===== config.mk =====
export PLATFORM = sky130hd
export DESIGN_NAME = game_step_sequencer_flat
export DESIGN_NICKNAME = d
export VERILOG_FILES = /design/src/rtl/game_step_sequencer_if.sv /design/src/rtl/game_step_sequencer.sv /design/src/flat_wrapper.sv
export SDC_FILE = /design/constraint.sdc
export NUM_CORES = 1
export LEC_CHECK = 0
export ABC_AREA = 0
export ABC_CLOCK_PERIOD_IN_PS = 1780
export BUFFER_PORTS_ARGS = -buffer_cell sky130_fd_sc_hd__buf_4
export CORE_UTILIZATION = 35
export CTS_BUF_LIST = sky130_fd_sc_hd__clkbuf_2
export DETAILED_ROUTE_END_ITERATION = 8
export SYNTH_ARGS = -nofsm -noshare
export SYNTH_HDL_FRONTEND = slang
export SYNTH_SLANG_ARGS = --single-unit

===== constraint.sdc =====
create_clock -name i_MasterClock -period 1.78 [get_ports i_MasterClock]
set_clock_uncertainty 0.2 [all_clocks]
set_input_delay 0 -clock i_MasterClock [delete_from_list [all_inputs] [get_ports i_MasterClock]]
set_output_delay 0 -clock i_MasterClock [all_outputs]
set_load 0.05 [all_outputs]

===== src/rtl/game_step_sequencer_if.sv =====
// Handshake bundle between the step sequencer and its move/check/render units.
// The stepBtn signal only exists when SEQ_SINGLE_STEP_EN is defined.
interface game_step_sequencer_if;
   logic        tick;
   logic        run;
   logic [1:0]  speed;
   logic        moveReq;
   logic        checkReq;
   logic        drawReq;
   logic        moveDone;
   logic        checkDone;
   logic        drawDone;
   logic        gameOver;
   logic        busy;
   logic        halted;
   logic        fault;
   logic        overrun;
   logic [15:0] stepCount;
`ifdef SEQ_SINGLE_STEP_EN
   logic        stepBtn;
`endif

   // master: the sequencer itself
   modport master (
`ifdef SEQ_SINGLE_STEP_EN
      input  stepBtn,
`endif
      input  tick, run, speed, moveDone, checkDone, drawDone, gameOver,
      output moveReq, checkReq, drawReq, busy, halted, fault, overrun, stepCount
   );

   // slave: the game environment and the three worker units
   modport slave (
`ifdef SEQ_SINGLE_STEP_EN
      output stepBtn,
`endif
      output tick, run, speed, moveDone, checkDone, drawDone, gameOver,
      input  moveReq, checkReq, drawReq, busy, halted, fault, overrun, stepCount
   );
endinterface


===== src/rtl/game_step_sequencer.sv =====
// Game step sequencer: paces MOVE -> CHECK -> DRAW steps off a tick strobe, with per-phase timeout.
// Optional SEQ_SINGLE_STEP_EN adds a stepBtn that launches one step while paused.
module game_step_sequencer #(
   parameter int DONE_TIMEOUT = 1024
) (
   input  logic                   i_MasterClock,
   input  logic                   i_Reset,
   game_step_sequencer_if.master  io_bus
);
   localparam int TW = (DONE_TIMEOUT < 2) ? 1 : $clog2(DONE_TIMEOUT + 1);
   localparam logic [TW-1:0] TMO_LAST = TW'(DONE_TIMEOUT - 1);

   typedef enum logic [2:0] {
      S_IDLE, S_MOVE, S_CHECK, S_DRAW, S_HALT, S_FAULT
   } state_t;

   state_t        r_state, w_state_nxt;
   logic [1:0]    r_tick_cnt, w_tick_cnt_nxt;
   logic [TW-1:0] r_tmo;
   logic [15:0]   r_step_cnt;
   logic          r_overrun;
   logic          w_busy, w_accept, w_step, w_tmo_hit;
   logic [2:0]    w_tick_sum, w_thresh;

`ifdef SEQ_SINGLE_STEP_EN
   assign w_step = io_bus.stepBtn && !io_bus.run;
`else
   assign w_step = 1'b0;
`endif

   assign w_busy     = (r_state == S_MOVE) || (r_state == S_CHECK) || (r_state == S_DRAW);
   assign w_accept   = (r_state == S_IDLE) && io_bus.tick && io_bus.run;
   assign w_tick_sum = {1'b0, r_tick_cnt} + 3'd1;
   assign w_thresh   = 3'd4 - {1'b0, io_bus.speed};
   assign w_tmo_hit  = (r_tmo == TMO_LAST);

   always_comb begin
      w_state_nxt    = r_state;
      w_tick_cnt_nxt = r_tick_cnt;
      case (r_state)
         S_IDLE: begin
            if (w_accept) begin
               if (w_tick_sum >= w_thresh) begin
                  w_tick_cnt_nxt = 2'd0;
                  w_state_nxt    = S_MOVE;
               end else begin
                  w_tick_cnt_nxt = w_tick_sum[1:0];
               end
            end else if (w_step) begin
               w_state_nxt = S_MOVE;
            end
         end
         // a done landing in the timeout cycle takes priority over the fault
         S_MOVE: begin
            if (io_bus.moveDone)  w_state_nxt = S_CHECK;
            else if (w_tmo_hit)   w_state_nxt = S_FAULT;
         end
         S_CHECK: begin
            if (io_bus.checkDone) w_state_nxt = io_bus.gameOver ? S_HALT : S_DRAW;
            else if (w_tmo_hit)   w_state_nxt = S_FAULT;
         end
         S_DRAW: begin
            if (io_bus.drawDone)  w_state_nxt = S_IDLE;
            else if (w_tmo_hit)   w_state_nxt = S_FAULT;
         end
         default: w_state_nxt = r_state;
      endcase
   end

   always_ff @(posedge i_MasterClock or posedge i_Reset) begin
      if (i_Reset) begin
         r_state    <= S_IDLE;
         r_tick_cnt <= 2'd0;
         r_tmo      <= '0;
         r_step_cnt <= 16'd0;
         r_overrun  <= 1'b0;
      end else begin
         r_state    <= w_state_nxt;
         r_tick_cnt <= w_tick_cnt_nxt;
         if ((w_state_nxt != r_state) || !w_busy) r_tmo <= '0;
         else                                     r_tmo <= r_tmo + 1'b1;
         if ((r_state == S_DRAW) && io_bus.drawDone) r_step_cnt <= r_step_cnt + 16'd1;
         if (w_busy && io_bus.tick)                  r_overrun  <= 1'b1;
      end
   end

   assign io_bus.moveReq   = (r_state == S_MOVE);
   assign io_bus.checkReq  = (r_state == S_CHECK);
   assign io_bus.drawReq   = (r_state == S_DRAW);
   assign io_bus.busy      = w_busy;
   assign io_bus.halted    = (r_state == S_HALT);
   assign io_bus.fault     = (r_state == S_FAULT);
   assign io_bus.overrun   = r_overrun;
   assign io_bus.stepCount = r_step_cnt;
endmodule


===== src/flat_wrapper.sv =====
// flat-port wrapper written by rule: the top's interface ports become plain ports
module game_step_sequencer_flat 
#(
   parameter int DONE_TIMEOUT = 1024
)
  (i_MasterClock, i_Reset, io_bus_tick, io_bus_run, io_bus_speed, io_bus_moveDone, io_bus_checkDone, io_bus_drawDone, io_bus_gameOver, io_bus_moveReq, io_bus_checkReq, io_bus_drawReq, io_bus_busy, io_bus_halted, io_bus_fault, io_bus_overrun, io_bus_stepCount);
  game_step_sequencer_if io_bus_i ();
  input  logic i_MasterClock;
  input  logic i_Reset;
  input wire logic [$bits(io_bus_i.tick)-1:0] io_bus_tick;
  input wire logic [$bits(io_bus_i.run)-1:0] io_bus_run;
  input wire logic [$bits(io_bus_i.speed)-1:0] io_bus_speed;
  input wire logic [$bits(io_bus_i.moveDone)-1:0] io_bus_moveDone;
  input wire logic [$bits(io_bus_i.checkDone)-1:0] io_bus_checkDone;
  input wire logic [$bits(io_bus_i.drawDone)-1:0] io_bus_drawDone;
  input wire logic [$bits(io_bus_i.gameOver)-1:0] io_bus_gameOver;
  output wire logic [$bits(io_bus_i.moveReq)-1:0] io_bus_moveReq;
  output wire logic [$bits(io_bus_i.checkReq)-1:0] io_bus_checkReq;
  output wire logic [$bits(io_bus_i.drawReq)-1:0] io_bus_drawReq;
  output wire logic [$bits(io_bus_i.busy)-1:0] io_bus_busy;
  output wire logic [$bits(io_bus_i.halted)-1:0] io_bus_halted;
  output wire logic [$bits(io_bus_i.fault)-1:0] io_bus_fault;
  output wire logic [$bits(io_bus_i.overrun)-1:0] io_bus_overrun;
  output wire logic [$bits(io_bus_i.stepCount)-1:0] io_bus_stepCount;
  assign io_bus_i.tick = io_bus_tick;
  assign io_bus_i.run = io_bus_run;
  assign io_bus_i.speed = io_bus_speed;
  assign io_bus_i.moveDone = io_bus_moveDone;
  assign io_bus_i.checkDone = io_bus_checkDone;
  assign io_bus_i.drawDone = io_bus_drawDone;
  assign io_bus_i.gameOver = io_bus_gameOver;
  assign io_bus_moveReq = io_bus_i.moveReq;
  assign io_bus_checkReq = io_bus_i.checkReq;
  assign io_bus_drawReq = io_bus_i.drawReq;
  assign io_bus_busy = io_bus_i.busy;
  assign io_bus_halted = io_bus_i.halted;
  assign io_bus_fault = io_bus_i.fault;
  assign io_bus_overrun = io_bus_i.overrun;
  assign io_bus_stepCount = io_bus_i.stepCount;
  game_step_sequencer #(.DONE_TIMEOUT(DONE_TIMEOUT)) u_core (.i_MasterClock(i_MasterClock), .i_Reset(i_Reset), .io_bus(io_bus_i));
endmodule

==> impl_metrics.json <==
{
  "setup_repair_after_global_routing_missed_its_margin": "true",
  "synthSimpleGateAreaFrac": 0.2454,
  "final_core_utilization": 0.5409,
  "synth-adder-area-share": 0.04965,
  "cp_slowest_stage_delay_ns": 0.43,
  "ant_nets": 0,
  "cts_root_buffer": "sky130_fd_sc_hd__clkbuf_2",
  "routed_wl_mm": 3.817,
  "number_of_enable_type_register_cells_in_the_synthesized_netlist": 0,
  "placeableCoreArea_sq_mm": 0.004786,
  "critical_path_required_ns": 1.88,
  "cp.buffers_inverters": 0,
  "drt-vias-per-instance": 4.759,
  "syn_nets": 187,
  "die_height_um": 73.00,
  "grt_antenna_before_repair": 0,
  "num_vias": 1461,
  "wire_length_of_the_first_global_routing_pass_mm": 6.230,
  "die_width_um": 73.00,
  "max_freq_mhz": 558.8,
  "firstDrtPassIters": 4,
  "worst_slew_pin_slew_ns": 0.4202,
  "worst_slew_margin_rel": 0.7198,
  "irDropWorstVdd_mv": 0.4237,
  "final_max_slew_viol_count": 0,
  "top_level_ports": 33,
  "hpwlAfterDp_mm": 2.567,
  "synth_compound_gate_area_share": 0.07092,
  "outcome": "finished, violations left",
  "synth_async_sr_flop_share": 1.000,
  "total_power_w": 0.002782,
  "synth-xor-area-share": 0.1142,
  "n_fill_cell": 448,
  "worstReg2RegStart": "u_core.r_tmo[10]$_DFF_PP0_",
  "met2RoutedLength_mm": 1.873,
  "place.gp.congestion": 0.8064,
  "first_global_vias": 1393,
  "synth_seq_cells": 33,
  "power_leakage_nw": 1.185,
  "wl_met3_um": 82,
  "cts_inserted_buffers": 5,
  "worst-setup-path-type": "flip-flop to flip-flop",
  "cts_max_path_buffers": 2,
  "area_share_of_the_largest_cell_type_after_synthesis": 0.4681,
  "clock_tree_from_tritoncts": "done",
  "critPathMaxFanout": 3,
  "syn-cell-area_sq_mm": 0.001764,
  "path_cells": "nand3b_1 -> or3_4 -> a311o_1 -> a22o_1",
  "finalHoldViolCount": 0,
  "cp-end-kind": "flip-flop",
  "final_critical_period_ns": 1.789,
  "post_synth_mux_area_share": 0.01206,
  "layout-drive-gt1-share": 0.4458,
  "cts_max_level": 2,
  "nNetsFinal": 256,
  "worst_ep_arrival_time_ns": 1.89,
  "timing.reg2reg.setup_slack_ns": -0.009,
  "layout_worst_path_cycle_share": 1.005,
  "syn_avg_cell_area_sq_um": 10.38,
  "rr_endpoint": "u_core.r_state[1]$_DFF_PP0_",
  "yosysWarningCount": 0,
  "worstSetupStartpointType": "flip-flop",
  "timing.final.setup_violations": 1,
  "port-buffer-count": 32,
  "synth_area_leader_cell": "sky130_fd_sc_hd__dfrtp_1",
  "diodes": 0,
  "clkSinkCount": 33,
  "drt_iter0_markers": 48,
  "clock_insertion_delay_worst_skew_ns": 0.38,
  "syn_inst": 170,
  "totalNegativeSetupSlack_ns": -0.009438,
  "power_per_cell_area_mw_per_mm2": 1074,
  "rr_worst_depth": 4,
  "ys_seq_area_frac": 0.4681,
  "cp_slowest_cell": "sky130_fd_sc_hd__or3_4",
  "drcViolationCount": 0,
  "dominantRegCellSynth": "sky130_fd_sc_hd__dfrtp_1",
  "dieArea_sq_mm": 0.005328,
  "placedInstanceArea_sq_mm": 0.002262,
  "worst_hold_path_type": "primary input to asynchronous set/reset pin",
  "max_cap_violations": 0,
  "synth.distinct_cells": 42,
  "initial_utilization": 0.3686,
  "top_layer_used": "met4",
  "failed_checks": "negative setup slack",
  "synthTopCellsByArea": "sky130_fd_sc_hd__dfrtp_1 47%, sky130_fd_sc_hd__xnor2_1 7.0%, sky130_fd_sc_hd__ha_1 5.0%",
  "post-route-worst-setup-slack_ns": -0.009438,
  "clkSlewWorstSetupHoldPaths_ns": 0.19,
  "core.rowCount": 25,
  "wl_per_cell_um": 12.43,
  "grt_max_degree": 34,
  "timing.critical_path.max_delay_family": "simple AND/OR/NAND/NOR gates",
  "final_cell_area_sq_mm": 0.002589,
  "areaGrowthSynthToFinish_pct": 46.74,
  "gr-usage-all-layers": 0.1521,
  "met1_length_mm": 1.812,
  "grt.overflow.total": 0,
  "synth_top_family_by_area": "simple AND/OR/NAND/NOR gates"
}
## stage by stage
stage | setup WS [ns] | hold slack, ns | instances
after CTS | -0.02606 | 0.03597 | 303
after floorplan | -0.2628 | -0.08306 | 170
final | -0.009438 | 0.03518 | 307
after detailed placement | -0.02345 | -0.07695 | 285
after global routing | -0.07102 | 0.06583 | 307
after global placement | 0.01090 | -0.07823 | 285
## sequential cells by signal, summed over array words and instances, names as in the netlist
| signal | cells |
|---|---|
| u_core.io_bus.overrun | 1 |
| u_core.io_bus.stepCount | 16 |
| u_core.r_state | 3 |
| u_core.r_tick_cnt | 2 |
| u_core.r_tmo | 11 |
## metal layers
| layer | track usage | vias up |
|---|---|---|
| met5 | 0 | - |
| met4 | 0.05229 | 0 |
| met3 | 0.03315 | 7 |
| met2 | 0.2438 | 19 |
| met1 | 0.2030 | 697 |
| li1 | - | 738 |
## worst max-delay path by stage
| stage | start | endpoint | slack [ns] | depth (start not counted) |
|---|---|---|---|---|
| final | u_core.r_tmo[10]$_DFF_PP0_ | u_core.r_state[1]$_DFF_PP0_ | -0.009 | 4 |
| after global routing | u_core.r_tmo[10]$_DFF_PP0_ | u_core.r_state[1]$_DFF_PP0_ | -0.07 | 4 |
| after CTS | u_core.r_tick_cnt[1]$_DFFE_PP0P_ | u_core.r_tick_cnt[0]$_DFFE_PP0P_ | -0.03 | 6 |
| after detailed placement | u_core.r_tick_cnt[0]$_DFFE_PP0P_ | u_core.r_tick_cnt[0]$_DFFE_PP0P_ | -0.02 | 6 |
| after global placement | u_core.r_tick_cnt[0]$_DFFE_PP0P_ | u_core.r_tick_cnt[0]$_DFFE_PP0P_ | 0.01 | 6 |
| after floorplan | u_core.r_state[0]$_DFF_PP0_ | io_bus_drawReq | -0.26 | 3 |
## final cells by class
| cell class | instances | area (sq um) | share of cell area |
|---|---|---|---|
| clock inverters | 3 | 17.52 | 0.006767 |
| inverters | 7 | 28.78 | 0.01112 |
| flip-flops and latches | 33 | 834.6 | 0.3224 |
| repair buffers | 69 | 580.6 | 0.2243 |
| clock buffers | 5 | 25.02 | 0.009667 |
| multi-input cells | 123 | 1018 | 0.3934 |
| well taps | 67 | 83.83 | 0.03238 |
## tightest hold or removal path, delay by kind of cell
family,cells,cell delay [ns]
buf+inv,4,1.06
## logic make-up after synthesis
kind of cell	count (synthesis)
AND/OR/NAND/NOR	73
flip-flops	33
XOR/XNOR	23
AO/OA/AOI/OAI	18
buffers and inverters	14
adder cells (fa/ha/maj)	7
multiplexers	2
## cell usage in the layout, fill, tap and decap left out, drive strengths merged, types with 2 or more instances in the layout
cell | synthesis | routed
buf | 7 | 61
dfrtp | 33 | 33
nand2 | 15 | 15
xnor2 | 14 | 14
nor3 | 12 | 12
nand3 | 11 | 11
nor2 | 10 | 10
xor2 | 9 | 9
dlygate4sd3 | 0 | 8
inv | 7 | 7
ha | 7 | 7
nor3b | 6 | 6
clkbuf | 0 | 5
nand4 | 4 | 4
a21oi | 4 | 4
o21ai | 4 | 4
and3 | 3 | 3
nor4 | 3 | 3
a22o | 2 | 2
clkinv | 0 | 2
nand4b | 2 | 2
## repair_timing
| item | in CTS | in global routing |
|---|---|---|
| setup endpoints to repair | 7 | 21 |
| setup buffers | 2 | 4 |
| gates resized for setup | 5 | 28 |
| hold buffers | 8 | 0 |
| endpoints found under the hold margin | 61 | 0 |
| pin swaps | 2 | 5 |
## synth_stat cells (2+ instances only)
library cell,instances
sky130_fd_sc_hd__buf_2,5
sky130_fd_sc_hd__nor4_1,2
sky130_fd_sc_hd__nor3b_1,6
sky130_fd_sc_hd__nand2_1,15
sky130_fd_sc_hd__o21ai_0,3
sky130_fd_sc_hd__and3_1,3
sky130_fd_sc_hd__xor2_1,9
sky130_fd_sc_hd__ha_1,7
sky130_fd_sc_hd__nand4_1,3
sky130_fd_sc_hd__a21oi_1,4
sky130_fd_sc_hd__nor2_1,10
sky130_fd_sc_hd__inv_1,7
sky130_fd_sc_hd__nand3_1,10
sky130_fd_sc_hd__xnor2_1,14
sky130_fd_sc_hd__nor3_1,12
sky130_fd_sc_hd__dfrtp_1,33
sky130_fd_sc_hd__a22o_1,2
## power by group
| group | switching [W] | leakage, nW | total, W | internal, W |
|---|---|---|---|---|
| Sequential | 0.0000694 | 0.433 | 0.000900 | 0.000831 |
| Combinational | 0.000843 | 0.723 | 0.00151 | 0.000672 |
| Clock | 0.000274 | 0.0287 | 0.000366 | 0.0000918 |
Note: power is estimated with default switching activity, not from simulation.
